==> src/rtl/sprite_rom_arbiter_pkg.sv <==
// Shared constants and types for the sprite ROM arbiter.
// OBJ_LIMIT sets the lane count; the sprite ROM geometry is fixed by the BRAM.
package sprite_rom_arbiter_pkg;

  localparam int OBJ_LIMIT     = 4;
  localparam int SPRITE_ADDR_W = 14;
  localparam int SPRITE_DATA_W = 12;
  localparam int CNT_W         = 16;

  typedef struct packed {
    logic [SPRITE_ADDR_W-1:0] addr;
  } sprite_req_t;

  // Pointer width that stays legal when there is only one lane.
  function automatic int ptr_width(input int n);
    return (n > 1) ? $clog2(n) : 1;
  endfunction

endpackage

==> src/rtl/sprite_rom_arbiter_picker.sv <==
// Rotate-priority encoder: first valid lane at or above ptr, wrapping modulo N_REQ.
// Purely combinational; ptr may be any value below N_REQ, so N_REQ need not be a power of 2.
module sprite_rr_picker
  import sprite_rom_arbiter_pkg::*;
#(
  parameter int N_REQ = OBJ_LIMIT,
  parameter int PTR_W = ptr_width(N_REQ)
) (
  input  logic [N_REQ-1:0] valid_i,
  input  logic [PTR_W-1:0] ptr_i,
  output logic [N_REQ-1:0] grant_o,
  output logic [PTR_W-1:0] idx_o,
  output logic             any_o
);

  int               cand;
  logic [PTR_W-1:0] cidx;

  // Scan from farthest to nearest so the lane closest to ptr is the last writer.
  always_comb begin
    grant_o = '0;
    idx_o   = '0;
    any_o   = 1'b0;
    cand    = 0;
    cidx    = '0;
    for (int k = N_REQ - 1; k >= 0; k--) begin
      cand = (int'(ptr_i) + k) % N_REQ;
      cidx = cand[PTR_W-1:0];
      if (valid_i[cidx]) begin
        grant_o       = '0;
        grant_o[cidx] = 1'b1;
        idx_o         = cidx;
        any_o         = 1'b1;
      end
    end
  end

endmodule

==> src/rtl/sprite_rom_arbiter.sv <==
// Round-robin arbiter sharing one synchronous sprite ROM port among N_REQ render lanes.
// Define SPRITE_ARB_STATS_EN to add the saturating per-lane grant counters (grant_cnt_o).
module sprite_rom_arbiter
  import sprite_rom_arbiter_pkg::*;
#(
  parameter int N_REQ   = OBJ_LIMIT,
  parameter int ADDR_W  = SPRITE_ADDR_W,
  parameter int DATA_W  = SPRITE_DATA_W,
  parameter int ROM_LAT = 2
) (
  input  logic                    clk_i,
  input  logic                    rst_i,
  input  logic                    frame_start_i,
  input  logic [N_REQ-1:0]        req_valid_i,
  input  logic [N_REQ*ADDR_W-1:0] req_addr_i,
  output logic [N_REQ-1:0]        req_ready_o,
  output logic                    rom_en_o,
  output logic [ADDR_W-1:0]       rom_addr_o,
  input  logic [DATA_W-1:0]       rom_data_i,
  output logic [N_REQ-1:0]        rsp_valid_o,
  output logic [DATA_W-1:0]       rsp_data_o
`ifdef SPRITE_ARB_STATS_EN
  ,
  output logic [N_REQ*CNT_W-1:0]  grant_cnt_o
`endif
);

  localparam int               PTR_W = ptr_width(N_REQ);
  localparam logic [PTR_W-1:0] LAST  = PTR_W'(N_REQ - 1);

  // Handshake: lane i transfers in a cycle where req_valid_i[i] && req_ready_o[i].
  // ready is a function of all valids and ptr only, never of its own ready.
  // Responses have no backpressure; rsp_valid_o must be accepted when it appears.
  logic [N_REQ-1:0]  grant_oh;
  logic [PTR_W-1:0]  grant_idx;
  logic              xfer;
  logic [PTR_W-1:0]  ptr_q, ptr_d;
  logic              rom_en_q;
  logic [ADDR_W-1:0] rom_addr_q, rom_addr_d;
  logic [N_REQ-1:0]  tag_q [ROM_LAT+1];
  logic [N_REQ-1:0]  rsp_valid_q;
  logic [DATA_W-1:0] rsp_data_q;

  sprite_rr_picker #(
    .N_REQ (N_REQ),
    .PTR_W (PTR_W)
  ) u_picker (
    .valid_i (req_valid_i),
    .ptr_i   (ptr_q),
    .grant_o (grant_oh),
    .idx_o   (grant_idx),
    .any_o   (xfer)
  );

  assign req_ready_o = grant_oh;

  // A frame boundary restarts the rotation even if a grant happens in the same cycle.
  always_comb begin
    ptr_d      = ptr_q;
    rom_addr_d = rom_addr_q;
    if (frame_start_i) begin
      ptr_d = '0;
    end else if (xfer) begin
      ptr_d = (grant_idx == LAST) ? '0 : grant_idx + 1'b1;
    end
    if (xfer) begin
      rom_addr_d = req_addr_i[grant_idx*ADDR_W +: ADDR_W];
    end
  end

  always_ff @(posedge clk_i or posedge rst_i) begin
    if (rst_i) begin
      ptr_q       <= '0;
      rom_en_q    <= 1'b0;
      rom_addr_q  <= '0;
      rsp_valid_q <= '0;
      rsp_data_q  <= '0;
      for (int k = 0; k <= ROM_LAT; k++) tag_q[k] <= '0;
    end else begin
      ptr_q       <= ptr_d;
      rom_en_q    <= xfer;
      rom_addr_q  <= rom_addr_d;
      tag_q[0]    <= grant_oh;
      for (int k = 1; k <= ROM_LAT; k++) tag_q[k] <= tag_q[k-1];
      rsp_valid_q <= tag_q[ROM_LAT];
      rsp_data_q  <= rom_data_i;
    end
  end

  assign rom_en_o    = rom_en_q;
  assign rom_addr_o  = rom_addr_q;
  assign rsp_valid_o = rsp_valid_q;
  assign rsp_data_o  = rsp_data_q;

`ifdef SPRITE_ARB_STATS_EN
  logic [CNT_W-1:0] cnt_q [N_REQ];
  logic [CNT_W-1:0] cnt_d [N_REQ];

  // Clearing on frame_start wins over a same-cycle increment; counters stick at all-ones.
  always_comb begin
    for (int i = 0; i < N_REQ; i++) begin
      cnt_d[i] = cnt_q[i];
      if (frame_start_i) begin
        cnt_d[i] = '0;
      end else if (grant_oh[i] && (cnt_q[i] != '1)) begin
        cnt_d[i] = cnt_q[i] + 1'b1;
      end
    end
  end

  always_ff @(posedge clk_i or posedge rst_i) begin
    if (rst_i) begin
      for (int i = 0; i < N_REQ; i++) cnt_q[i] <= '0;
    end else begin
      for (int i = 0; i < N_REQ; i++) cnt_q[i] <= cnt_d[i];
    end
  end

  for (genvar gi = 0; gi < N_REQ; gi++) begin : g_cnt_out
    assign grant_cnt_o[gi*CNT_W +: CNT_W] = cnt_q[gi];
  end
`endif

endmodule

==> config.mk <==
export PLATFORM = sky130hd
export DESIGN_NAME = sprite_rom_arbiter
export DESIGN_NICKNAME = d
export VERILOG_FILES = /design/src/rtl/sprite_rom_arbiter_pkg.sv /design/src/rtl/sprite_rom_arbiter_picker.sv /design/src/rtl/sprite_rom_arbiter.sv
export SDC_FILE = /design/constraint.sdc
export NUM_CORES = 1
export LEC_CHECK = 0
export ABC_AREA = 1
export CAP_MARGIN = 20
export CORE_ASPECT_RATIO = 0.5
export CORE_MARGIN = 2
export CORE_UTILIZATION = 42
export DETAILED_ROUTE_END_ITERATION = 7
export GPL_TIMING_DRIVEN = 0
export PLACE_DENSITY = 0.8
export SLEW_MARGIN = 5
export SYNTH_ARGS = -nofsm -noshare
export SYNTH_HDL_FRONTEND = slang
export SYNTH_HIERARCHICAL = 1
export SYNTH_SLANG_ARGS = --single-unit
==> constraint.sdc <==
create_clock -name clk_i -period 2.6 [get_ports clk_i]
set_input_delay 0.39 -clock clk_i [delete_from_list [all_inputs] [get_ports clk_i]]
set_output_delay 0.39 -clock clk_i [all_outputs]
set_load 0.01 [all_outputs]
### After elaboration in Yosys (flattened, before gate mapping)

Index checks and enable logic that the tools add are counted.

* register bits: 45
* bits in latches: 0
* bits in writable memories: 0
* ROM bits: 0
* input bits: 75
* logic and storage cells: 59
* memories kept: 0

* $add $sub $neg: 4
* multipliers: 1
* divide/modulo/power cells: 0
* $lt $le $gt $ge: 8
* eq/ne operators: 1
* shifts and indexed selects: 1
* multiplexer cells: 31
* bitwise logic cells: 0
* reduce and logical (&&, ||, !) cells: 5

Operator list (count)
* 56-bit by 7-bit indexed part select with 14-bit output: 1
* 4-bit 2-to-1 mux: 4
* 2-bit 2-to-1 mux: 7
* 2-bit by 3-bit < comparator with 1-bit output, second input constant: 4
* 1-bit 2-to-1 mux: 12
* 1-bit binary-select mux with 2-bit select: 4
* 1-bit demux with 2-bit select: 4
* 2-bit by 1-bit greater-or-equal comparator with 1-bit output, second input constant: 4
* 2-bit by 3-bit multiplier with 5-bit output, second input constant: 1
* 2-bit by 1-bit adder with 2-bit output, second input constant: 2
* 2-bit adder, second input constant: 2
* 1-bit logical AND: 4
* 2-bit equality test, second input constant: 1
* 2-bit nonzero test: 1

### Depth between registers and ports, before layout

Gate-level depths: netlist (run 1).

* word-level depth: 11
* gate-level depth with buffers: 16
* gate-level depth less buffers: 15

### Modules after synthesis

The synthesis (run 1) kept the hierarchy.

Modules (own cells, without submodules)
* sprite_rom_arbiter: instances 1, cells an instance 262, area each 2029.4 µm², sequential area each 1126.1 µm²
* sprite_rr_picker: instances 1, cells an instance 86, area each 503.0 µm², sequential area each 0.0 µm²

### Worst setup path after synthesis (run 1)

No wires, ideal clock.

* path kind: reg-to-reg
* start point: reg ptr_q[0]
* end point: reg rom_addr_q[0], in the netlist rom_addr_o[0]
* library setup time: 117 ps
* data arrival time: 2207 ps
* required time: 2483 ps
* setup slack: 276 ps
* stages on the path, launching flop included: 17
* path buffers: 2
* cells stage by stage: dfrtp_1 inv_2 ha_1 inv_1 nand3_2 nand2_4 inv_6 a21oi_4 nand2_1 o21ai_1 buf_6 buf_6 nand2_1 nand3_1 nand2_1 nand2_1 nand2_1

* word-level cells in the longest chain between the ends: 9
* elaborated cells between the ends (all ways): 21
* those cells by class: add/sub (3); mul (1); shift (1); mux (16)

RTL lines
* start: declaration: RTL line sprite_rom_arbiter.sv:37 `logic [PTR_W-1:0] ptr_q, ptr_d;`
* start signal: assignment: RTL line sprite_rom_arbiter.sv:80 `ptr_q <= ptr_d;`
* 2-bit adder: RTL line sprite_rom_arbiter_picker.sv:27 `cand = (int'(ptr_i) + k) % N_REQ;`
* 1-bit binary-select mux with 2-bit select: RTL line sprite_rom_arbiter_picker.sv:29 `if (valid_i[cidx]) begin`
* 1-bit 2-to-1 mux (not written as such): RTL line sprite_rom_arbiter_picker.sv:29
* 2-bit 2-to-1 mux (3 in a row): RTL line sprite_rom_arbiter_picker.sv:29
* 2-bit 2-to-1 mux (*): RTL line sprite_rom_arbiter_picker.sv:29
* via grant_idx[0]: RTL line sprite_rom_arbiter.sv:35 `logic [PTR_W-1:0] grant_idx;`
* 2-bit by 3-bit multiplier with 5-bit output (*): RTL line sprite_rom_arbiter.sv:67 `rom_addr_d = req_addr_i[grant_idx*ADDR_W +: ADDR_W];`
* 56-bit by 7-bit indexed part select with 14-bit output (*): RTL line sprite_rom_arbiter.sv:67
* end signal: assignment: RTL line sprite_rom_arbiter.sv:82 `rom_addr_q <= rom_addr_d;`
* end: declaration: RTL line sprite_rom_arbiter.sv:39 `logic [ADDR_W-1:0] rom_addr_q, rom_addr_d;`

The timed path passes the listed nets; every way through them passes the cells marked *. The select of a mux whose other input is x is not followed.
A chain may end at the register's enable or synchronous reset.

### Worst setup path in the final report (run 1)

* start point: reg ptr_q[0]
* end point: out req_ready_o[3]

* word-level cells in the longest chain between the ends: 9
* elaborated cells between the ends (all ways): 35
* those cells by class: add/sub (3); order compare (8); mux (20); reduce/logical (4)

RTL lines
* 2-bit adder: RTL line sprite_rom_arbiter_picker.sv:27
* 2-bit by 3-bit < comparator with 1-bit output (not written as such) / 2-bit by 1-bit greater-or-equal comparator with 1-bit output (equally long branches): RTL line sprite_rom_arbiter_picker.sv:31 `grant_o[cidx] = 1'b1;`
* 1-bit logical AND (not written as such): RTL line sprite_rom_arbiter_picker.sv:31
* 1-bit 2-to-1 mux (not written as such): RTL line sprite_rom_arbiter_picker.sv:31
* 1-bit demux with 2-bit select
* 4-bit 2-to-1 mux (3 in a row): RTL line sprite_rom_arbiter_picker.sv:29
* 4-bit 2-to-1 mux (*): RTL line sprite_rom_arbiter_picker.sv:29
* end: declaration: RTL line sprite_rom_arbiter.sv:16 `output logic [N_REQ-1:0] req_ready_o,`

Every way passes the cells marked *; elsewhere a longest branch is shown, timed or not. The select of a mux whose other input is x is not followed.

==> results.cfg, run 1 <==
[placed_design]
dp.cells = 531
place_ws_ns = -0.204
place_congestion = 0.817
dp_hpwl_um = 5060
io_buffers = 109

[sta]
setup-violations-final = 0
finClkSkew_ns = 0.00175
hold_viol = 0
slew_headroom_pct = 70.7
worst_pin_slew_ns = 0.438
holdWs_ns = 0.347
final.period_utilization_pct = 94.0
setup_ws_ns = 0.156
rsz0062_at_grt = no
max_freq_mhz = 409
drv_slew = 0
min_period_ns = 2.44

[final_layout]
antenna_cells = 0
instances_no_fill = 541
area_delta_synth_final_pct = 53.9
drive_gt1_share_pct = 9.19
final_nets = 551

[yosys]
ys_seq_area_share_pct = 44.5
synth_area_mm2 = 0.00253
ys_types = 23
synth_cells = 348
avgSynthCellArea_um2 = 7.28
yosysWarnings = 6
synth_area_leaders = dfrtp_1 44%, nand2_1 19%, inv_1 10%
syn_nets = 432
yosys.area.top_type_share_pct = 44.5
yosys.area.top_type = dfrtp_1
synth-seq-cells = 45

[clocking]
root_buffer = clkbuf_16
cts_buffer_depth = 2
cts_tree = built
cts_buffers = 5
clkLatencyLatePin_ns = 0.28
clock-sinks = 45
h-tree-depth = 2
path_clk_slew_ns = 0.06
hold_buffers = 0

[worst_setup_path]
critPathMaxStageDelay_ns = 0.39
cp-start-kind = flip-flop
critPathRequiredTime_ns = 2.21
cpMaxStageDelayCell = dfrtp_2
critPathCaptureType = output pin
crit_chain = inv_4 -> ha_1 -> inv_1 -> nand3_2 -> nand2_4 -> inv_6 -> nand2_1 -> nor2_1 -> nor2_1 -> nor2_1 -> clkdlybuf4s15_1
cp_common_cell = nor2_1
crit_arrival_ns = 2.05
crit_fanout = 8
criticalPathCategory = reg -> out
critical_path_buf_inv_count = 4
path_delay_family = simple AND/OR/NAND/NOR gates

[power_and_ir_drop]
power.leakage_uw = 0.00208
cellPowerDensity_mw_per_mm2 = 1170
p_sw_share_pct = 44.2
p_total_uw = 4550
vdd.ir_drop.worst_v = 0.000718
comb_power_share_pct = 62.7
p_int_uw = 2540
power_frac_clock_pct = 13.1
power.switching_uw = 2010
seq_power_share_pct = 24.1

[route]
drtIter0Drc = 143
drc_errors = 0
wl_um = 6390
ant_nets = 0
dr.pass1.iters = 4
via_per_inst = 4.55
vias = 2459
wl_per_cell_um = 11.8

[floorplan]
ios = 110
dieArea_mm2 = 0.00670
rows = 19
die_w_um = 114
fp.dieH_um = 58.9
core_mm2 = 0.00566
start_util_pct = 44.8

[global_routing]
antenna_found_initial = 0
grt_max_degree = 27
track_usage_pct = 19.6
grt_pass1_vias = 2306
grt_pass1_wl_um = 10300
grt_overflow = 0

[flow_run]
drv_cap = 0

[outcome]
status = finished, final reports clean

[min_path]
hold_class = reg -> reg
-- power by group through the flow --
stage,Clock (µW),Sequential [µW],Combinational (µW)
finish,597,1100,2860
global route,646,1130,3200
CTS,609,1100,2870
detailed placement,0,1130,2850
global placement,0,1120,2790
floorplan,0,1190,1790
-- path summary, 6_finish.rpt --
path | startpoint | end | slack, ns | cells past startpoint
hold / removal | tag_q[11]$_DFF_PP0_ | tag_q[7]$_DFF_PP0_ | 0.35 | 0
min in group asynchronous | rst_i | rsp_data_o[4]$_DFF_PP0_ | 0.44 | 2
setup / recovery | ptr_q[0]$_DFFE_PP0P_ | req_ready_o[3] | 0.16 | 11
max in group asynchronous | rst_i | ptr_q[0]$_DFFE_PP0P_ | 1.67 | 3
setup reg to reg | ptr_q[0]$_DFFE_PP0P_ | rom_addr_o[2]$_DFFE_PP0P_ | 0.20 | 16
hold reg to reg | tag_q[11]$_DFF_PP0_ | tag_q[7]$_DFF_PP0_ | 0.35 | 0
-- layout by cell type (no fill, tap or decap), types with 3 or more instances in the layout --
master / count
buf_6: 4
nor2_1: 12
dfrtp_1: 43
inv_2: 5
a21oi_1: 5
buf_2: 5
nand3_2: 4
clkdlybuf4s15_1: 3
nand3_1: 39
nand2_2: 4
ha_1: 9
inv_1: 68
nand2_4: 3
clkbuf_16: 5
clkdlybuf4s50_1: 105
nand2_1: 131
-- state kept, by name (all words and copies together), names as in the netlist --
signal / cells
rsp_data_o: 12
rom_addr_o: 14
ptr_q: 2
rsp_valid_o: 4
tag_q: 12
rom_en_o: 1
-- through the flow --
step | utilization [%] | area, µm² | TNS (ns)
after detailed placement | 66.0 | 3730 | -1.76
final | 68.9 | 3900 | 0
after global routing | 68.9 | 3900 | 0
after global placement | 65.7 | 3710 | -1.14
after CTS | 68.8 | 3890 | 0
after floorplan | - | 2530 | 0
-- layer usage --
layer	vias to the layer above	global-route usage [%]	part of all wire, %
li1	1264	-	-
met1	1133	23.8	43
met2	53	37.0	52
met3	9	3.30	3.7
met4	0	4.88	0.97
met5	-	0	0
-- timing repair --
action	CTS	global route
setup endpoints to repair	19	3
gates cloned	0	0
buffers inserted	2	0
resized for setup	8	3
-- cell type report --
type	count	area, µm²
fill	482	1760
sequential	45	1130
timing repair buffer	112	1120
multi-input combinational	217	1040
inverter	76	295
clock buffer	5	125
tap	73	91.3
buffer	10	73.8
clock inverter	3	17.5
-- kinds of logic after synthesis --
logic type / after synthesis / share of synthesized area [%]
flip-flops: 45 / 44.5
AND/OR/NAND/NOR: 197 / 33.8
adder cells (fa/ha/maj): 9 / 4.45
AO/OA/AOI/OAI: 11 / 2.82
buffers and inverters: 86 / 14.5
-- Yosys cell counts --
master,number
a21oi_1,5
a21oi_4,1
buf_1,1
buf_2,5
buf_6,4
dfrtp_1,45
ha_1,9
inv_1,70
inv_2,4
inv_4,1
inv_6,1
nand2_1,131
nand2_2,4
nand2_4,3
nand3_1,39
nand3_2,4
nand4_1,1
nor2_1,12
nor2_2,1
o211a_1,1
o21ai_0,2
o21ai_1,2
or2_0,2
(Power assumes the default switching activity.)
==> run 2: changes to the inputs <==
- PLACE_DENSITY: 0.8 -> 0.89
==> results.cfg, run 2 (synthesized netlist as in run 1, its figures left out) <==
[clocking]
h-tree-depth = 2
clock-sinks = 45
cts_tree = built
path_clk_slew_ns = 0.06
cts_buffer_depth = 2
clkLatencyLatePin_ns = 0.28
root_buffer = clkbuf_16
cts_buffers = 5

[placed_design]
dp_hpwl_um = 5100
place_congestion = 0.835
place_ws_ns = -0.219
io_buffers = 109

[worst_setup_path]
critPathRequiredTime_ns = 2.21
crit_arrival_ns = 2.07
cp-start-kind = flip-flop
crit_fanout = 8
critPathCaptureType = output pin
criticalPathCategory = reg -> out

[route]
dr.pass1.iters = 4
drtIter0Drc = 162
wl_per_cell_um = 12.5
wl_um = 6790
vias = 2497
ant_nets = 0
via_per_inst = 4.62
drc_errors = 0

[global_routing]
antenna_found_initial = 0
grt_pass1_vias = 2448
grt_pass1_wl_um = 11100
grt_max_degree = 28
grt_overflow = 0
track_usage_pct = 21.3

[sta]
hold_viol = 0
finClkSkew_ns = 0.00223
holdWs_ns = 0.348
worst_pin_slew_ns = 0.422
min_period_ns = 2.46
max_freq_mhz = 406
rsz0062_at_grt = yes
setup_ws_ns = 0.136
slew_headroom_pct = 71.9
final.period_utilization_pct = 94.8
drv_slew = 0
setup-violations-final = 0

[power_and_ir_drop]
power.leakage_uw = 0.00210
vdd.ir_drop.worst_v = 0.000655
cellPowerDensity_mw_per_mm2 = 1210
power.switching_uw = 2100
seq_power_share_pct = 23.4
p_int_uw = 2640
comb_power_share_pct = 61.5
p_sw_share_pct = 44.3
power_frac_clock_pct = 15.1

[final_layout]
fillers = 436
final_core_util_pct = 69.4
final_cell_mix = 131 x nand2_1, 105 x clkdlybuf4s50_1, 68 x inv_1
largest_reg_flops = 14
final_common_cell = nand2_1
antenna_cells = 0
area_delta_synth_final_pct = 55.0
final_nets = 551
drive_gt1_share_pct = 9.19

[floorplan]
core_mm2 = 0.00566
ios = 110
dieArea_mm2 = 0.00670
rows = 19
start_util_pct = 44.8
fp.dieH_um = 58.9
die_w_um = 114

[min_path]
hold_class = reg -> reg

[flow_run]
drv_cap = 0

[outcome]
status = finished, final reports clean
run 2: cell types whose count changed in the layout (fill, tap and decap cells not counted):
cell / previous run / this run
dlygate4sd2_1: 1 / 2
clkinv_4: 0 / 1
inv_4: 2 / 3
clkdlybuf4s15_1: 3 / 2
clkinv_2: 2 / 0
inv_2: 5 / 4
bufinv_16: 0 / 1
run 2: critical path, stage by stage, from the launching register on:
cell	delay [ns]
dfrtp_2	0.40
inv_4	0.07
ha_1	0.33
inv_1	0.07
nand3_2	0.10
nand2_4	0.10
inv_6	0.10
nand2_1	0.06
nor2_1	0.14
nor2_1	0.06
nor2_1	0.11
clkdlybuf4s15_1	0.26
run 2: per-stage QoR:
| stage | setup TNS, ns | std cells | power (µW) | instance area, µm² |
|---|---|---|---|---|
| 2_1_floorplan | 0 | 348 | 2980 | 2530 |
| 5_1_grt | -0.0359 | 541 | 5150 | 3930 |
| 3_5_place_dp | -1.77 | 531 | 3990 | 3730 |
| 6_report | 0 | 541 | 4750 | 3930 |
| 3_3_place_gp | -0.950 | 530 | 3880 | 3710 |
| 4_1_cts | 0 | 541 | 4750 | 3920 |
run 2: worst paths after layout:
check	startpoint	end	slack [ns]	cells after the start
max	ptr_q[0]$_DFFE_PP0P_	req_ready_o[2]	0.14	11
min	tag_q[8]$_DFF_PP0_	tag_q[4]$_DFF_PP0_	0.35	0
max reg2reg	ptr_q[0]$_DFFE_PP0P_	rom_addr_o[5]$_DFFE_PP0P_	0.14	16
min reg2reg	tag_q[8]$_DFF_PP0_	tag_q[4]$_DFF_PP0_	0.35	0
max in group asynchronous	rst_i	ptr_q[0]$_DFFE_PP0P_	1.67	3
min in group asynchronous	rst_i	rsp_data_o[0]$_DFF_PP0_	0.45	2
run 2: final cells by class:
class,count,area [µm²],share of cell area [%]
Inverter,76,298,7.58
Buffer,10,73.8,1.88
Multi-Input combinational cell,217,1040,26.5
Sequential cell,45,1130,28.7
Clock buffer,5,125,3.19
Timing Repair Buffer,112,1120,28.6
Clock inverter,3,46.3,1.18
Tap cell,73,91.3,2.33
run 2: metal layers:
layer / wire length (µm) / global-route usage (%) / up-vias
met5: 0 / 0 / -
met4: 167 / 7.84 / 0
met3: 174 / 3.30 / 12
met2: 3650 / 40.6 / 59
met1: 2800 / 24.9 / 1159
li1: - / - / 1267
run 2: power by group through the flow:
| stage | registers [µW] | clock network [µW] | logic (µW) |
|---|---|---|---|
| 2_1_floorplan | 1190 | 0 | 1790 |
| 3_3_place_gp | 1120 | 0 | 2760 |
| 3_5_place_dp | 1140 | 0 | 2860 |
| 4_1_cts | 1110 | 729 | 2910 |
| 5_1_grt | 1130 | 765 | 3250 |
| 6_report | 1110 | 716 | 2920 |
run 2: what timing repair did:
item                       in CTS  in global routing
setup buffers                   2                  0
setup endpoints to repair      19                  4
resized for setup               8                  3
hold buffers                    0                  0
hold endpoints to repair        0                  0
==> run 3: changes to the inputs <==
- SLEW_MARGIN: 5 -> 20
==> results of run 3 <==
Same layout as run 2: the final DEF is identical, and so are final timing and power.
